<file path="src/rtl/vshift_if.sv">
// vshift_if: issue/read/write bus between a vector shift requester and vector_shift_ctrl.
interface vshift_if;
  logic i_issue;
  logic [6:0] i_vl;
  logic [2:0] i_i;
  logic [2:0] i_j;
  logic o_ready;
  logic o_start;
  logic o_rd_en;
  logic [2:0] o_rd_vj;
  logic [5:0] o_rd_elem;
  logic o_wr_en;
  logic [2:0] o_wr_vi;
  logic [5:0] o_wr_elem;
  logic o_busy;
  logic o_done;
  modport master (
    output i_issue, i_vl, i_i, i_j,
    input o_ready, o_start, o_rd_en, o_rd_vj, o_rd_elem, o_wr_en, o_wr_vi, o_wr_elem, o_busy, o_done
  );
  modport slave (
    input i_issue, i_vl, i_i, i_j,
    output o_ready, o_start, o_rd_en, o_rd_vj, o_rd_elem, o_wr_en, o_wr_vi, o_wr_elem, o_busy, o_done
  );
endinterface

</file>
<file path="src/rtl/vector_shift_ctrl.sv">
// vector_shift_ctrl: sequences Vj element reads and LATENCY-delayed Vi writes for a vector shift.
// Optional VSHIFT_BACK2BACK_EN lets a new operation issue while the previous one drains.
module vector_shift_ctrl #(
  parameter int LATENCY = 4
) (
  input logic clk,
  input logic rst,
  vshift_if.slave bus
);
  typedef enum logic [1:0] {IDLE, STREAM, DRAIN} state_t;
  localparam int DW = $clog2(LATENCY + 1);
  state_t state, state_nx;
  logic [6:0] n;
  logic [6:0] eff_vl;
  logic [5:0] cnt;
  logic [DW-1:0] dcnt;
  logic [2:0] vi, vj;
  logic accept, rd_en, rd_last, start;
  logic [LATENCY-1:0] pv, pl;
  logic [5:0] pe [LATENCY];
  logic [2:0] pi [LATENCY];
`ifdef VSHIFT_BACK2BACK_EN
  assign bus.o_ready = state == IDLE || state == DRAIN;
`else
  assign bus.o_ready = state == IDLE;
`endif
  assign accept = bus.i_issue & bus.o_ready;
  assign eff_vl = (bus.i_vl == 7'd0 || bus.i_vl > 7'd64) ? 7'd64 : bus.i_vl;
  assign rd_en = state == STREAM;
  assign rd_last = {1'b0, cnt} == n - 7'd1;
  always_ff @(posedge clk or negedge rst)
    if (!rst) state <= IDLE;
    else state <= state_nx;
  always_comb begin
    state_nx = state;
    state_nx = accept ? STREAM :
               state == STREAM ? (rd_last ? DRAIN : STREAM) :
               (state == DRAIN && dcnt == DW'(LATENCY - 1)) ? IDLE : state;
  end
  always_ff @(posedge clk or negedge rst)
    if (!rst) begin
      n <= 7'd0;
      vi <= 3'd0;
      vj <= 3'd0;
      cnt <= 6'd0;
      dcnt <= '0;
      start <= 1'b0;
    end else begin
      if (accept) begin
        n <= eff_vl;
        vi <= bus.i_i;
        vj <= bus.i_j;
      end
      cnt <= (rd_en && !rd_last) ? cnt + 6'd1 : 6'd0;
      dcnt <= state == DRAIN ? dcnt + DW'(1) : '0;
      start <= accept;
    end
  // Each pipeline slot carries its own Vi so overlapped operations write to the right register.
  always_ff @(posedge clk or negedge rst)
    if (!rst) begin
      pv <= '0;
      pl <= '0;
      for (int k = 0; k < LATENCY; k++) begin
        pe[k] <= 6'd0;
        pi[k] <= 3'd0;
      end
    end else begin
      pv[0] <= rd_en;
      pl[0] <= rd_en & rd_last;
      pe[0] <= cnt;
      pi[0] <= rd_en ? vi : 3'd0;
      for (int k = 1; k < LATENCY; k++) begin
        pv[k] <= pv[k-1];
        pl[k] <= pl[k-1];
        pe[k] <= pe[k-1];
        pi[k] <= pi[k-1];
      end
    end
  assign bus.o_start = start;
  assign bus.o_rd_en = rd_en;
  assign bus.o_rd_vj = rd_en ? vj : 3'd0;
  assign bus.o_rd_elem = rd_en ? cnt : 6'd0;
  assign bus.o_wr_en = pv[LATENCY-1];
  assign bus.o_wr_vi = pv[LATENCY-1] ? pi[LATENCY-1] : 3'd0;
  assign bus.o_wr_elem = pv[LATENCY-1] ? pe[LATENCY-1] : 6'd0;
  assign bus.o_busy = state != IDLE;
  assign bus.o_done = pv[LATENCY-1] & pl[LATENCY-1];
endmodule

</file>
<file path="src/flat_wrapper.sv">
// flat-port wrapper written by rule: the top's interface ports become plain ports
module vector_shift_ctrl_flat 
#(
  parameter int LATENCY = 4
)
  (clk, rst, bus_i_issue, bus_i_vl, bus_i_i, bus_i_j, bus_o_ready, bus_o_start, bus_o_rd_en, bus_o_rd_vj, bus_o_rd_elem, bus_o_wr_en, bus_o_wr_vi, bus_o_wr_elem, bus_o_busy, bus_o_done);
  vshift_if bus_i ();
  input logic clk;
  input logic rst;
  input wire logic [$bits(bus_i.i_issue)-1:0] bus_i_issue;
  input wire logic [$bits(bus_i.i_vl)-1:0] bus_i_vl;
  input wire logic [$bits(bus_i.i_i)-1:0] bus_i_i;
  input wire logic [$bits(bus_i.i_j)-1:0] bus_i_j;
  output wire logic [$bits(bus_i.o_ready)-1:0] bus_o_ready;
  output wire logic [$bits(bus_i.o_start)-1:0] bus_o_start;
  output wire logic [$bits(bus_i.o_rd_en)-1:0] bus_o_rd_en;
  output wire logic [$bits(bus_i.o_rd_vj)-1:0] bus_o_rd_vj;
  output wire logic [$bits(bus_i.o_rd_elem)-1:0] bus_o_rd_elem;
  output wire logic [$bits(bus_i.o_wr_en)-1:0] bus_o_wr_en;
  output wire logic [$bits(bus_i.o_wr_vi)-1:0] bus_o_wr_vi;
  output wire logic [$bits(bus_i.o_wr_elem)-1:0] bus_o_wr_elem;
  output wire logic [$bits(bus_i.o_busy)-1:0] bus_o_busy;
  output wire logic [$bits(bus_i.o_done)-1:0] bus_o_done;
  assign bus_i.i_issue = bus_i_issue;
  assign bus_i.i_vl = bus_i_vl;
  assign bus_i.i_i = bus_i_i;
  assign bus_i.i_j = bus_i_j;
  assign bus_o_ready = bus_i.o_ready;
  assign bus_o_start = bus_i.o_start;
  assign bus_o_rd_en = bus_i.o_rd_en;
  assign bus_o_rd_vj = bus_i.o_rd_vj;
  assign bus_o_rd_elem = bus_i.o_rd_elem;
  assign bus_o_wr_en = bus_i.o_wr_en;
  assign bus_o_wr_vi = bus_i.o_wr_vi;
  assign bus_o_wr_elem = bus_i.o_wr_elem;
  assign bus_o_busy = bus_i.o_busy;
  assign bus_o_done = bus_i.o_done;
  vector_shift_ctrl #(.LATENCY(LATENCY)) u_core (.clk(clk), .rst(rst), .bus(bus_i));
endmodule
</file>
<file path="config.mk">
export PLATFORM = sky130hd
export DESIGN_NAME = vector_shift_ctrl_flat
export DESIGN_NICKNAME = d
export VERILOG_FILES = /design/src/rtl/vshift_if.sv /design/src/rtl/vector_shift_ctrl.sv /design/src/flat_wrapper.sv
export SDC_FILE = /design/constraint.sdc
export NUM_CORES = 1
export LEC_CHECK = 0
export CORE_MARGIN = 2
export CORE_UTILIZATION = 30
export CTS_BUF_LIST = sky130_fd_sc_hd__clkbuf_8 sky130_fd_sc_hd__clkbuf_16
export DETAILED_ROUTE_END_ITERATION = 12
export DONT_BUFFER_PORTS = 1
export MAX_ROUTING_LAYER = met4
export PLACE_DENSITY = 0.41
export SLEW_MARGIN = 0
export SYNTH_ARGS = -nofsm -noshare
export SYNTH_HDL_FRONTEND = slang
export SYNTH_SLANG_ARGS = --single-unit
</file>
<file path="constraint.sdc">
create_clock -name clk -period 1.85 [get_ports clk]
set_clock_uncertainty 0.1 [all_clocks]
set_input_delay 0.37 -clock clk [delete_from_list [all_inputs] [get_ports clk]]
set_output_delay 0.37 -clock clk [all_outputs]
set_load 0.02 [all_outputs]
</file>
### After elaboration in Yosys (flattened, before gate mapping)

Index checks and enable logic that the tools add are counted.

* output and inout bits: 24
* register bits: 69
* input bits: 16
* word-level logic and storage cells: 48

* add/sub/neg operators: 3
* bitwise gates (word level): 3
* equal/unequal tests: 4
* magnitude comparators: 1
* reduce and logical (&&, ||, !) cells: 8
* muxes and demuxes: 12

Operators with widths (count)
* 6-bit two-way mux: 3
* 3-bit two-way mux: 4
* 2-bit two-way mux: 4
* 6-bit by 7-bit == test with 1-bit output: 1
* 7-bit > comparator (second input constant): 1
* 7-bit zero test: 1
* 7-bit two-way mux: 1
* 7-bit by 1-bit subtractor with 7-bit output (second input constant): 1
* 6-bit by 1-bit adder with 6-bit output (second input constant): 1
* 3-bit by 1-bit adder with 3-bit output (second input constant): 1
* 1-bit AND: 3
* 3-bit by 2-bit == test with 1-bit output (second input constant): 1
* 3-bit nonzero test: 1
* 2-bit by 1-bit == test with 1-bit output (second input constant): 1
* 2-bit == test (second input constant): 1
* 1-bit logical AND: 2
* 2-bit zero test: 1
* 2-bit nonzero test: 1
* 1-bit zero test: 1
* 1-bit logical OR: 1

### Longest topological paths before layout

* depth in word-level cells: 5
* gate-level depth with buffers: 7
* gate-level depth less buffers: 7

### Least setup slack after synthesis

No wires, ideal clock.

* path type: register to register
* from: reg u_core.n[0]
* to: reg u_core.pl[0]
* period minus slack after synthesis: 2.051 ns
* library setup time: 0.067 ns
* data arrival time: 1.884 ns
* stages on the path, launching flop included: 8
* buffers on the path: 0
* data required time: 1.683 ns
* setup slack: -0.201 ns
* cell sequence: dfrtp_1 inv_1 ha_1 and2b_1 or3_1 a32oi_1 nor4b_4 and2_1

* longest elaborated chain between the ends: 3

Ends and longest elaborated chain
* start, declared: RTL line vector_shift_ctrl.sv:13 `logic [6:0] n;`
* start signal, assigned: RTL line vector_shift_ctrl.sv:50 `n <= eff_vl;`
* 7-bit by 1-bit subtractor with 7-bit output: RTL line vector_shift_ctrl.sv:30 `assign rd_last = {1'b0, cnt} == n - 7'd1;`
* 6-bit by 7-bit == test with 1-bit output: RTL line vector_shift_ctrl.sv:30
* 1-bit AND: RTL line vector_shift_ctrl.sv:69 `pl[0] <= rd_en & rd_last;`
* end signal, assigned: RTL line vector_shift_ctrl.sv:69
* end signal, assigned by index: RTL line vector_shift_ctrl.sv:74 `pl[k] <= pl[k-1];`
* end, declared: RTL line vector_shift_ctrl.sv:19 `logic [LATENCY-1:0] pv, pl;`

No other way between the ends.
A chain may end at the register's enable or synchronous reset.

### Worst setup path after layout

Ends and elaborated chain as after synthesis.

==> results_dict.tcl <==
set metrics [dict create \
    status "finished, violations left" \
    violations "negative hold slack, negative setup slack" \
    start_kind "register" \
    clock-root-buffer "clkbuf_8" \
    syn_nets 211 \
    cp.required_ns 2.02 \
    drive_gt1_frac 0.283 \
    timing.final.ws_setup_ns -0.152 \
    p_leak_nw 1.44 \
    num_rows 33 \
    synth.most_common_cell "dfrtp_1" \
    place_area_um2 2770 \
    vias 1444 \
    place_congestion 0.720 \
    synthArstFlopShare 1.00 \
    antenna_left 0 \
    cts_buffers 9 \
    die-area_um2 9120 \
    antennaDiodeCount 0 \
    clk_path_buf_depth 2 \
    power.density_nw_per_um2 1700 \
    synth-edff-count 0 \
    setup_viol 9 \
    drt-pass1-iter-count 4 \
    hp-class "input port to async pin" \
    yosysUniqueCellTypes 32 \
    maxSlewHeadroom 0.732 \
    critPathCaptureType "register" \
    nets 241 \
    cp_max_fo 8 \
    post-route-period-util 1.08 \
    syn_inst 191 \
    drc_errors 0 \
    synth_top_area_cell "dfrtp_1" \
    routed_wl_um 4500 \
    synthMuxAreaShare 0.0309 \
    avgViaCountPerCell 4.36 \
    hold_viol_final 69 \
    yosys.area_share.simple 0.170 \
    grt_overflow 0 \
    core_area_um2 8180 \
    regToRegSetupSlack_ns -0.15 \
    dpl.hpwl_um 3090 \
    synth_area_leaders "dfrtp_1 69%, and2_1 5.7%, mux2_2 2.7%" \
    cts.sink_count 69 \
    slew_viol_final 0 \
    fmaxAchievable_mhz 500 \
    netlist.area_leader.share 0.687 \
    rsz0062_at_grt "yes" \
    dieHeight_um 95.5 \
    ys.flop_type "dfrtp_1" \
    clk_pin_slew_ns 0.08 \
    die_x_um 95.5 \
    synth_common_cells "69 x dfrtp_1, 23 x and2_1, 11 x nand2_1" \
    vdd_drop_max_mv 0.453 \
    grt_max_degree 70 \
    drt_iter0_drc 19 \
    htree_levels 3 \
    syn_avg_cell_area_um2 13.2 \
    initial_core_util 0.307 \
    tightest_slew_ns 0.401 \
    ys_warn_count 0 \
    period_minus_slack_ns 2.00 \
    synth-adder-area-share 0.0199 \
    synth_compound_area_frac 0.0458 \
    track_usage 0.115 \
    grt_pass1_vias 1510 \
    postLayoutCellArea_um2 3040 \
    synth-xor-area-share 0.0314 \
    synth_top_family_by_area "simple AND/OR/NAND/NOR gates" \
    ys_ff_latch 69 \
    grt_pass1_wl_um 7460 \
    syn_area_um2 2510 \
    fin_cells 331 \
    syn_to_final_growth_pct 21.1 \
    whs_ns -0.379 \
    antenna_found_initial 0 \
    routedWlPerCell_um 13.6 \
    final.setup.tns_ns -1.08 \
    cts_tree "yes" \
    ios 40 \
    worstSkewPairLatency_ns 0.33 \
    path_class "register to register" \
    seq_area_frac_synth 0.687 \
    placed_cells 310 \
    drv_cap 0 \
    cp.arrival_ns 2.18 \
    io_buffers 0 \
]
==> worst max-delay path, stage by stage, from the launching register on <==
cell     delay [ns]
dfrtp_1        0.40
inv_2          0.09
ha_4           0.15
and2b_1        0.18
or3_1          0.32
a32oi_2        0.19
nor4b_4        0.24
buf_6          0.17
and2_1         0.12
==> power breakdown <==
part / internal [mW] / switching [mW]
registers: 1.98 / 0.324
clock network: 0.532 / 0.574
logic: 0.877 / 0.874
total: 3.39 / 1.77
==> kinds of logic after synthesis <==
logic type / after synthesis
simple gates: 74
mux: 7
compound gates: 18
fa+ha+maj: 4
buf+inv: 10
flops: 69
xor+xnor: 9
==> sequential cells by signal (all words and copies together), names as in the netlist <==
register,flops
u_core.pv,4
u_core.vi,3
u_core.n,7
u_core.pi,12
u_core.pe,24
u_core.cnt,6
u_core.dcnt,3
u_core.vj,3
u_core.bus.o_start,1
u_core.pl,4
u_core.state,2
==> cells in the final DEF, fill, tap and decap left out, types with 2 or more instances in the layout <==
cell type	n
a21oi_1	3
clkbuf_8	10
nor4_1	2
nor3_1	8
nor2_1	8
and2_1	14
nand3_1	3
nor2b_1	2
nand2b_1	5
dfrtp_1	69
buf_4	20
xnor2_1	5
clkinvlp_4	3
inv_6	3
o21ai_0	8
inv_2	2
and2_4	3
inv_1	5
mux2_2	6
xor2_1	4
ha_1	3
nand3b_1	2
and2_2	6
nand2_1	11
==> path summary, 6_finish.rpt <==
kind                         startpoint            to  cells past startpoint
max reg2reg                 u_core.n[0]  u_core.pl[0]                      8
min in group clk             bus_i_i[1]  u_core.vi[1]                      1
max                         u_core.n[0]  u_core.pl[0]                      8
min reg2reg                u_core.pv[1]  u_core.pv[2]                      0
max in group asynchronous           rst   u_core.n[5]                      0
min                                 rst  u_core.pi[4]                      0
==> metrics by stage <==
step | utilization | setup WS, ns | power (mW)
CTS | 0.368 | -0.199 | 5.18
floorplan | - | -0.176 | 3.30
detailed placement | 0.338 | -0.266 | 3.86
global placement | 0.338 | -0.176 | 3.85
global route | 0.372 | -0.264 | 5.53
finish | 0.372 | -0.152 | 5.16
==> repair_timing <==
action / CTS / global route
setup buffers: 4 / 0
resized for setup: 17 / 6
endpoints found under the hold margin: 69 / 69
pin swaps: 1 / 2
endpoints found under the setup margin: 19 / 19
gates cloned: 0 / 1
==> per-layer routing <==
metal / vias up / track usage / part of all wire
met1: 703 / 0.138 / 0.43
met2: 43 / 0.175 / 0.50
met3: 4 / 0.0443 / 0.064
met5: - / - / 0
met4: 0 / 0.0500 / 0.0085
li1: 694 / - / -
==> area by class of cell <==
| cell class | count | area [µm²] |
|---|---|---|
| Clock buffer | 10 | 138 |
| Inverter | 7 | 28.8 |
| Multi-Input combinational cell | 112 | 805 |
| Tap cell | 105 | 131 |
| Timing Repair Buffer | 21 | 161 |
| Sequential cell | 69 | 1730 |
| Fill cell | 828 | 5130 |
| Timing Repair inverter | 1 | 7.51 |
| Clock inverter | 6 | 45.0 |
Power figures use the tool's default switching activity.
